==> src/rtl/config_chain_loader.sv <==
// Configuration shift-chain loader: serialises a word stream LSB-first into the
// fabric chain, then optionally recirculates it once to compare popcounts.
module config_chain_loader #(
    parameter int CHAIN_LEN = 24,
    parameter int DATA_W    = 8,
    parameter bit VERIFY    = 1'b1
) (
    input  logic              prog_clk,
    input  logic              prog_rst,
    input  logic              start,
    input  logic [DATA_W-1:0] s_data,
    input  logic              s_valid,
    output logic              s_ready,
    input  logic              chain_in,
    output logic              prog_out,
    output logic              prog_en,
    output logic              busy,
    output logic              done,
    output logic              error
);
    localparam int CNT_W  = $clog2(CHAIN_LEN + 1);
    localparam int PEND_W = $clog2(DATA_W + 1);
    localparam logic [CNT_W-1:0] LEN_C  = CNT_W'(CHAIN_LEN);
    localparam logic [CNT_W-1:0] LAST_C = CNT_W'(CHAIN_LEN - 1);

    typedef enum logic [1:0] {
        S_IDLE,
        S_LOAD,
        S_VERIFY,
        S_DONE
    } state_t;

    state_t             state_q;
    logic [DATA_W-1:0]  buf_q;
    logic [PEND_W-1:0]  pend_q;
    logic [CNT_W-1:0]   bit_cnt_q;
    logic [CNT_W-1:0]   ver_cnt_q;
    logic [CNT_W-1:0]   ones_load_q;
    logic [CNT_W-1:0]   ones_ver_q;
    logic               busy_q;
    logic               done_q;
    logic               error_q;

    logic [PEND_W-1:0]  take_len;
    logic               load_shift;
    logic               accept;

    // Only the bits that still fit in the chain are ever shifted out of a word.
    always_comb begin
        take_len = PEND_W'(DATA_W);
        if ((CHAIN_LEN - int'(bit_cnt_q)) < DATA_W)
            take_len = PEND_W'(CHAIN_LEN - int'(bit_cnt_q));
    end

    assign load_shift = (state_q == S_LOAD) && (pend_q != '0);
    assign s_ready    = (state_q == S_LOAD) && (pend_q == '0) && (bit_cnt_q < LEN_C);
    assign accept     = s_valid && s_ready;

    assign prog_en  = load_shift || (state_q == S_VERIFY);
    assign prog_out = load_shift ? buf_q[0] :
                      (state_q == S_VERIFY) ? chain_in : 1'b0;
    assign busy     = busy_q;
    assign done     = done_q;
    assign error    = error_q;

    always_ff @(posedge prog_clk) begin
        if (prog_rst) begin
            state_q     <= S_IDLE;
            buf_q       <= '0;
            pend_q      <= '0;
            bit_cnt_q   <= '0;
            ver_cnt_q   <= '0;
            ones_load_q <= '0;
            ones_ver_q  <= '0;
            busy_q      <= 1'b0;
            done_q      <= 1'b0;
            error_q     <= 1'b0;
        end else begin
            case (state_q)
                S_IDLE, S_DONE: begin
                    if (start) begin
                        state_q     <= S_LOAD;
                        buf_q       <= '0;
                        pend_q      <= '0;
                        bit_cnt_q   <= '0;
                        ver_cnt_q   <= '0;
                        ones_load_q <= '0;
                        ones_ver_q  <= '0;
                        busy_q      <= 1'b1;
                        done_q      <= 1'b0;
                        error_q     <= 1'b0;
                    end
                end
                S_LOAD: begin
                    if (load_shift) begin
                        buf_q       <= buf_q >> 1;
                        pend_q      <= pend_q - PEND_W'(1);
                        bit_cnt_q   <= bit_cnt_q + CNT_W'(1);
                        ones_load_q <= ones_load_q + CNT_W'(buf_q[0]);
                        if (bit_cnt_q == LAST_C) begin
                            pend_q <= '0;
                            if (VERIFY) begin
                                state_q <= S_VERIFY;
                            end else begin
                                state_q <= S_DONE;
                                busy_q  <= 1'b0;
                                done_q  <= 1'b1;
                            end
                        end
                    end else if (accept) begin
                        buf_q  <= s_data;
                        pend_q <= take_len;
                    end
                end
                S_VERIFY: begin
                    // Recirculation: the tail bit re-enters at the head via prog_out.
                    ver_cnt_q  <= ver_cnt_q + CNT_W'(1);
                    ones_ver_q <= ones_ver_q + CNT_W'(chain_in);
                    if (ver_cnt_q == LAST_C) begin
                        state_q <= S_DONE;
                        busy_q  <= 1'b0;
                        done_q  <= 1'b1;
                        error_q <= (ones_ver_q + CNT_W'(chain_in)) != ones_load_q;
                    end
                end
                default: state_q <= S_IDLE;
            endcase
        end
    end
endmodule

==> config.mk <==
export PLATFORM = sky130hd
export DESIGN_NAME = config_chain_loader
export DESIGN_NICKNAME = d
export VERILOG_FILES = /design/src/rtl/config_chain_loader.sv
export SDC_FILE = /design/constraint.sdc
export NUM_CORES = 1
export LEC_CHECK = 0
export ABC_AREA = 1
export CAP_MARGIN = 0
export CORE_MARGIN = 2
export CORE_UTILIZATION = 55
export CTS_BUF_LIST = sky130_fd_sc_hd__clkbuf_4 sky130_fd_sc_hd__clkbuf_8
export CTS_CLUSTER_DIAMETER = 100
export DETAILED_ROUTE_END_ITERATION = 10
export PLACE_DENSITY = 0.77
export SETUP_SLACK_MARGIN = 0.2
export SYNTH_ARGS = -nofsm -noshare
export SYNTH_HDL_FRONTEND = slang
export SYNTH_SLANG_ARGS = --single-unit
==> constraint.sdc <==
create_clock -name prog_clk -period 3 [get_ports prog_clk]
set_input_delay 0.6 -clock prog_clk [delete_from_list [all_inputs] [get_ports prog_clk]]
set_output_delay 0.6 -clock prog_clk [all_outputs]
set_load 0.02 [all_outputs]
; ---- Word level (Yosys, flattened, before mapping)
; Index checks and enable logic that the tools add are counted.
[classes]
add_sub_neg = 6
mul = 0
div_mod_pow = 0
magnitude_cmp = 2
n_eq_ne = 11
shifts = 0
muxes = 32
bitwise_logic = 1
n_reduce_logical = 17
[ops]
columns = op, count
row1 = case mux 5 bit (2 select lines), 4
row2 = "less-than comparator 32 x 5 -> 1 bit, second input constant", 1
row3 = 2-to-1 mux 8 bit, 3
row4 = 2-to-1 mux 4 bit, 5
row5 = case mux 8 bit (2 select lines), 1
row6 = 2-to-1 mux 5 bit, 3
row7 = AND reduction 3 bit, 4
row8 = adder 5 x 1 -> 5 bit, 2
row9 = "adder 5 x 1 -> 5 bit, second input constant", 2
row10 = "== test 5 bit, second input constant", 2
row11 = 2-to-1 mux 2 bit, 4
row12 = case mux 4 bit (2 select lines), 1
row13 = 2-to-1 mux 1 bit, 7
row14 = case mux 1 bit (2 select lines), 3
row15 = case mux 2 bit (3 select lines), 1
row16 = "subtractor 5 x 5 -> 6 bit, first input constant", 1
row17 = "less-than comparator 5 bit, second input constant", 1
row18 = inequality test 5 bit, 1
row19 = "== test 2 bit, second input constant", 2
row20 = logical AND 1 bit, 4
row21 = zero test 4 bit, 1
row22 = "inequality test 2 x 1 -> 1 bit, second input constant", 2
row23 = "inequality test 2 bit, second input constant", 2
row24 = AND reduction 4 bit, 1
row25 = other kinds (10), 11
[word_totals]
reg_bits = 37
latch_bits = 0
ramBits = 0
mem_bits_ro = 0
in_bits = 13
out_inout_bits = 6
word_cells = 79
memories = 0

; ---- Longest topological paths before layout
[depth]
depth_word = 7
mapped_depth = 12
depth_no_buf = 12

; ---- Worst setup path after synthesis
; Ideal clock, no wire load.
[synth_path]
path_kind = register to output
startpoint = register pend_q[0]
endpoint = output prog_out
t_arrival_ns = 1.321
t_required_ns = 2.400
setup_slack_ns = 1.079
path_stages_with_launch = 6
path_buffers = 0
path_cell_list = dfxtp_1 > inv_1 > ha_1 > nand2_1 > nand2_1 > a21oi_1
[synth_between]
elab_chain_cells = 3
[synth_rtl]
columns = element, line
row1 = "start, declared", 35  ; logic [PEND_W-1:0] pend_q;
row2 = "start signal, assigned", 97  ; pend_q <= pend_q - PEND_W'(1);
row3 = "start signal, assigned", 112  ; pend_q <= take_len;
row4 = nonzero test 4 bit, 55  ; assign load_shift = (state_q == S_LOAD) && (pend_q != '0);
row5 = logical AND 1 bit, 55
row6 = 2-to-1 mux 1 bit, 60  ; assign prog_out = load_shift ? buf_q[0] :
row7 = "end, declared", 15  ; output logic prog_out,
; Every way passes these cells.

; ---- Final worst setup path
[layout_path]
startpoint = register pend_q[0]
endpoint = output prog_en
[layout_between]
elab_chain_cells = 3
[layout_rtl]
columns = element, line
row1 = nonzero test 4 bit, 55
row2 = logical AND 1 bit, 55
row3 = logical OR 1 bit, 59  ; assign prog_en = load_shift || (state_q == S_VERIFY);
row4 = "end, declared", 16  ; output logic prog_en,
; Every way passes these cells.

==> results.cfg <==
[final_layout]
multi_input_area_sq_um = 1160
regArea_sq_um = 741
nets = 328
final.fill_count = 313
n_antenna_cell = 0
layout-area-overhead-vs-synth_pct = 14.7
drive_above_1_share_pct = 10.5
layout.core_utilization_pct = 65.4
fin_area_sq_um = 2390

[route]
drt_iter0_markers = 66
routedWlPerCell_microns = 11.4
detailedRoute.firstPassIterationCount = 4
routed_via_density = 5.27
route.vias.total = 1855
drc = 0
drt_wl_total_mm = 4.02
drt.antenna.violating_nets = 0

[worst_setup_path]
critical_path.endpoint_type = output pin
critical-path-max-stage-delay_ns = 0.60
worstRegToRegCells = 9
timing_worst_setup_path_type = flop to output pin
launching_point_of_the_worst_reg2reg_path = state_q[1]$_SDFFE_PP0P_
regToRegSetupSlack_ns = 1.10
cp_cell_sequence = inv_1, ha_1, nand2_2, nand2_1, nand2_1, clkdlybuf4s50_1
slowest_stage = sky130_fd_sc_hd__clkdlybuf4s50_1
startpoint_type = flop
path_max_fanout = 10
required_ns = 2.40
r2r_end = buf_q[4]$_SDFFE_PP0P_
cp_data_arrival_time_ns = 2.00
crit_top_cell = sky130_fd_sc_hd__nand2_1

[clock_tree]
path_clk_slew_ns = 0.07
num_cts_buffers = 5
number_of_sinks_handled_by_clock_tree_synthesis = 37
worst_skew_pair_latency_ns = 0.29
clockRootBuffer = sky130_fd_sc_hd__clkbuf_8
clk_path_buf_depth = 2
tritoncts_clock_tree = done
clock_tree.htree_level_count = 2

[sta]
maxClockFrequency_ghz = 0.385
rsz0062_at_grt = false
setup_tns_final_ns = 0
setup-violations-final = 0
fin_skew_ns = 0.00641
report.final.slew_viol_count = 0
final_period_util_pct = 86.6
maxSlewHeadroom_pct = 60.9
finalWorstPathRequiredPeriod_ns = 2.60
post-route-worst-setup-slack_ns = 0.402
finalHoldViolations = 0
tightest_slew_ns = 0.582

[grt]
grt_busiest_layer = met2
pin_count_of_the_biggest_net_entering_global_routing = 24
use_met2_pct = 37.9
gr-usage-met1_pct = 26.2
global_route.usage.met3_pct = 5.14
overall_overflow_remaining_after_global_route = 0
groute.usage.overall_pct = 21.8
wire_length_of_the_first_global_routing_pass_mm = 7.37
grt_pass1_vias = 1761
initial_antenna_violation_count = 0

[status]
result_of_the_run = completed

[synthesis]
synth_area_leaders = sky130_fd_sc_hd__dfxtp_1 (35%), sky130_fd_sc_hd__nand2_1 (11%), sky130_fd_sc_hd__ha_1 (7.2%)
library_cell_occupying_the_most_area_in_the_post_synthesis_netlist = sky130_fd_sc_hd__dfxtp_1
synth_area_sq_um = 2090
synth.distinct_cells = 35
yosys.cell_count.top_type = sky130_fd_sc_hd__nand2_1
ys_seq_elements = 37
main_flop_type_after_synthesis = sky130_fd_sc_hd__dfxtp_1
synthesis.nets = 310
fraction_of_post_synthesis_cell_area_in_the_top_cell_type_by_area_pct = 35.5
synthCells = 285
warnings_synthesis = 0
avgSynthCellArea_sq_um = 7.33
synth_enable_flop_cells = 0
synth_common_cells = sky130_fd_sc_hd__nand2_1 (62), sky130_fd_sc_hd__dfxtp_1 (37), sky130_fd_sc_hd__inv_1 (30)
async_set_reset_flop_share_out_of_synthesis_pct = 0
share_of_the_yosys_chip_area_belonging_to_registers_pct = 35.5

[placed_design]
post-place-ws_ns = 0.504
detailed_place_hpwl_mm = 3.02
placed_area_sq_um = 2290
io_buffer_count = 18
gp_routability_congestion = 0.787

[hold_path]
hold_path_startpoint = error$_SDFFE_PP0P_
whs_endpoint = error$_SDFFE_PP0P_
hold_path.class = flop to flop
min_delay_path_depth = 2

[floorplan]
die-area_sq_um = 4310
floorplan.core_area_sq_um = 3660
number_of_top_level_pins = 19
die_height_microns = 65.6
placement_rows = 22
die_w_microns = 65.6
initial_utilization_pct = 57.0

[job]
max_cap_viol_count = 0

[power_and_ir_drop]
power.total_uw = 2350
powerDensity_nw_per_um2 = 983
power.static_leakage_uw = 0.000967
vdd_ir_drop_max_mv = 0.517
-- critical path, delay by kind of cell, from the launching register on --
kind          cells  cell delay, ns
buf+inv           2            0.67
flops             1            0.36
fa+ha+maj         1            0.22
simple gates      3            0.46
-- through the flow --
stage / hold WS (ns) / instances
final: 0.472 / 352
after global routing: 0.503 / 352
after CTS: 0.473 / 352
after detailed placement: 0.461 / 344
after global placement: 0.456 / 344
after floorplan: 0.444 / 285
-- flip-flops by register name (all words and copies together) (netlist names) --
signal       count
buf_q            8
bit_cnt_q        5
done             1
pend_q           4
state_q          2
ones_ver_q       5
error            1
busy             1
ones_load_q      5
ver_cnt_q        5
-- layout by cell type (no fill, tap or decap), types with 3 or more instances in the layout --
cell	netlist	layout
sky130_fd_sc_hd__inv_1	30	30
sky130_fd_sc_hd__clkdlybuf4s50_1	0	17
sky130_fd_sc_hd__o21ai_0	8	8
sky130_fd_sc_hd__xor2_1	4	4
sky130_fd_sc_hd__nand2_1	62	61
sky130_fd_sc_hd__nor2_4	3	3
sky130_fd_sc_hd__inv_2	4	4
sky130_fd_sc_hd__a31oi_1	10	10
sky130_fd_sc_hd__a21oi_1	23	23
sky130_fd_sc_hd__clkbuf_8	0	7
sky130_fd_sc_hd__nand3_1	24	24
sky130_fd_sc_hd__ha_1	12	12
sky130_fd_sc_hd__nor2_1	15	15
sky130_fd_sc_hd__dfxtp_1	37	37
sky130_fd_sc_hd__a211oi_1	5	5
sky130_fd_sc_hd__nand4_1	6	6
sky130_fd_sc_hd__o21ai_1	11	11
-- per-layer routing --
metal  vias to the layer above  part of all wire [%]
met5                         -                     0
met4                         0                   1.6
met3                         7                   3.2
met2                        26                    47
met1                       837                    48
li1                        985                     -
-- cell families (layout without fill, tap and decap cells) --
group	Yosys count	count (layout)	share of synthesized area [%]
fa+ha+maj	12	12	7.19
xor+xnor	5	5	2.10
simple gates	127	127	30.3
compound gates	60	60	16.1
flops	37	37	35.5
buf+inv	44	63	8.93
-- area by class of cell --
| type | instances | share of cell area, % |
|---|---|---|
| Sequential cell | 37 | 30.9 |
| Timing Repair Buffer | 20 | 8.25 |
| Clock inverter | 1 | 0.209 |
| Tap cell | 48 | 2.51 |
| Inverter | 35 | 5.49 |
| Multi-Input combinational cell | 204 | 48.6 |
| Clock buffer | 7 | 4.02 |
-- how the worst max path moves through the flow --
stage	startpoint	to	slack, ns	depth (start not counted)
6_report	pend_q[0]$_SDFFE_PP0P_	prog_en	0.40	6
2_1_floorplan	pend_q[0]$_SDFFE_PP0P_	prog_out	1.08	5
3_3_place_gp	chain_in	prog_out	0.51	4
5_1_grt	pend_q[0]$_SDFFE_PP0P_	prog_en	0.25	6
4_1_cts	pend_q[0]$_SDFFE_PP0P_	prog_out	0.20	6
3_5_place_dp	chain_in	prog_out	0.50	4
-- timing repair --
action	CTS	global route
endpoints found under the setup margin	0	2
resized for setup	0	2
hold buffers	0	0
endpoints found under the hold margin	0	0
setup buffers	0	0
-- report_power, final --
part | total [uW] | internal [uW] | switching [uW]
logic | 1250 | 438 | 817
clock network | 380 | 208 | 172
registers | 719 | 626 | 92.8
Note: power is estimated with default switching activity, not from simulation.
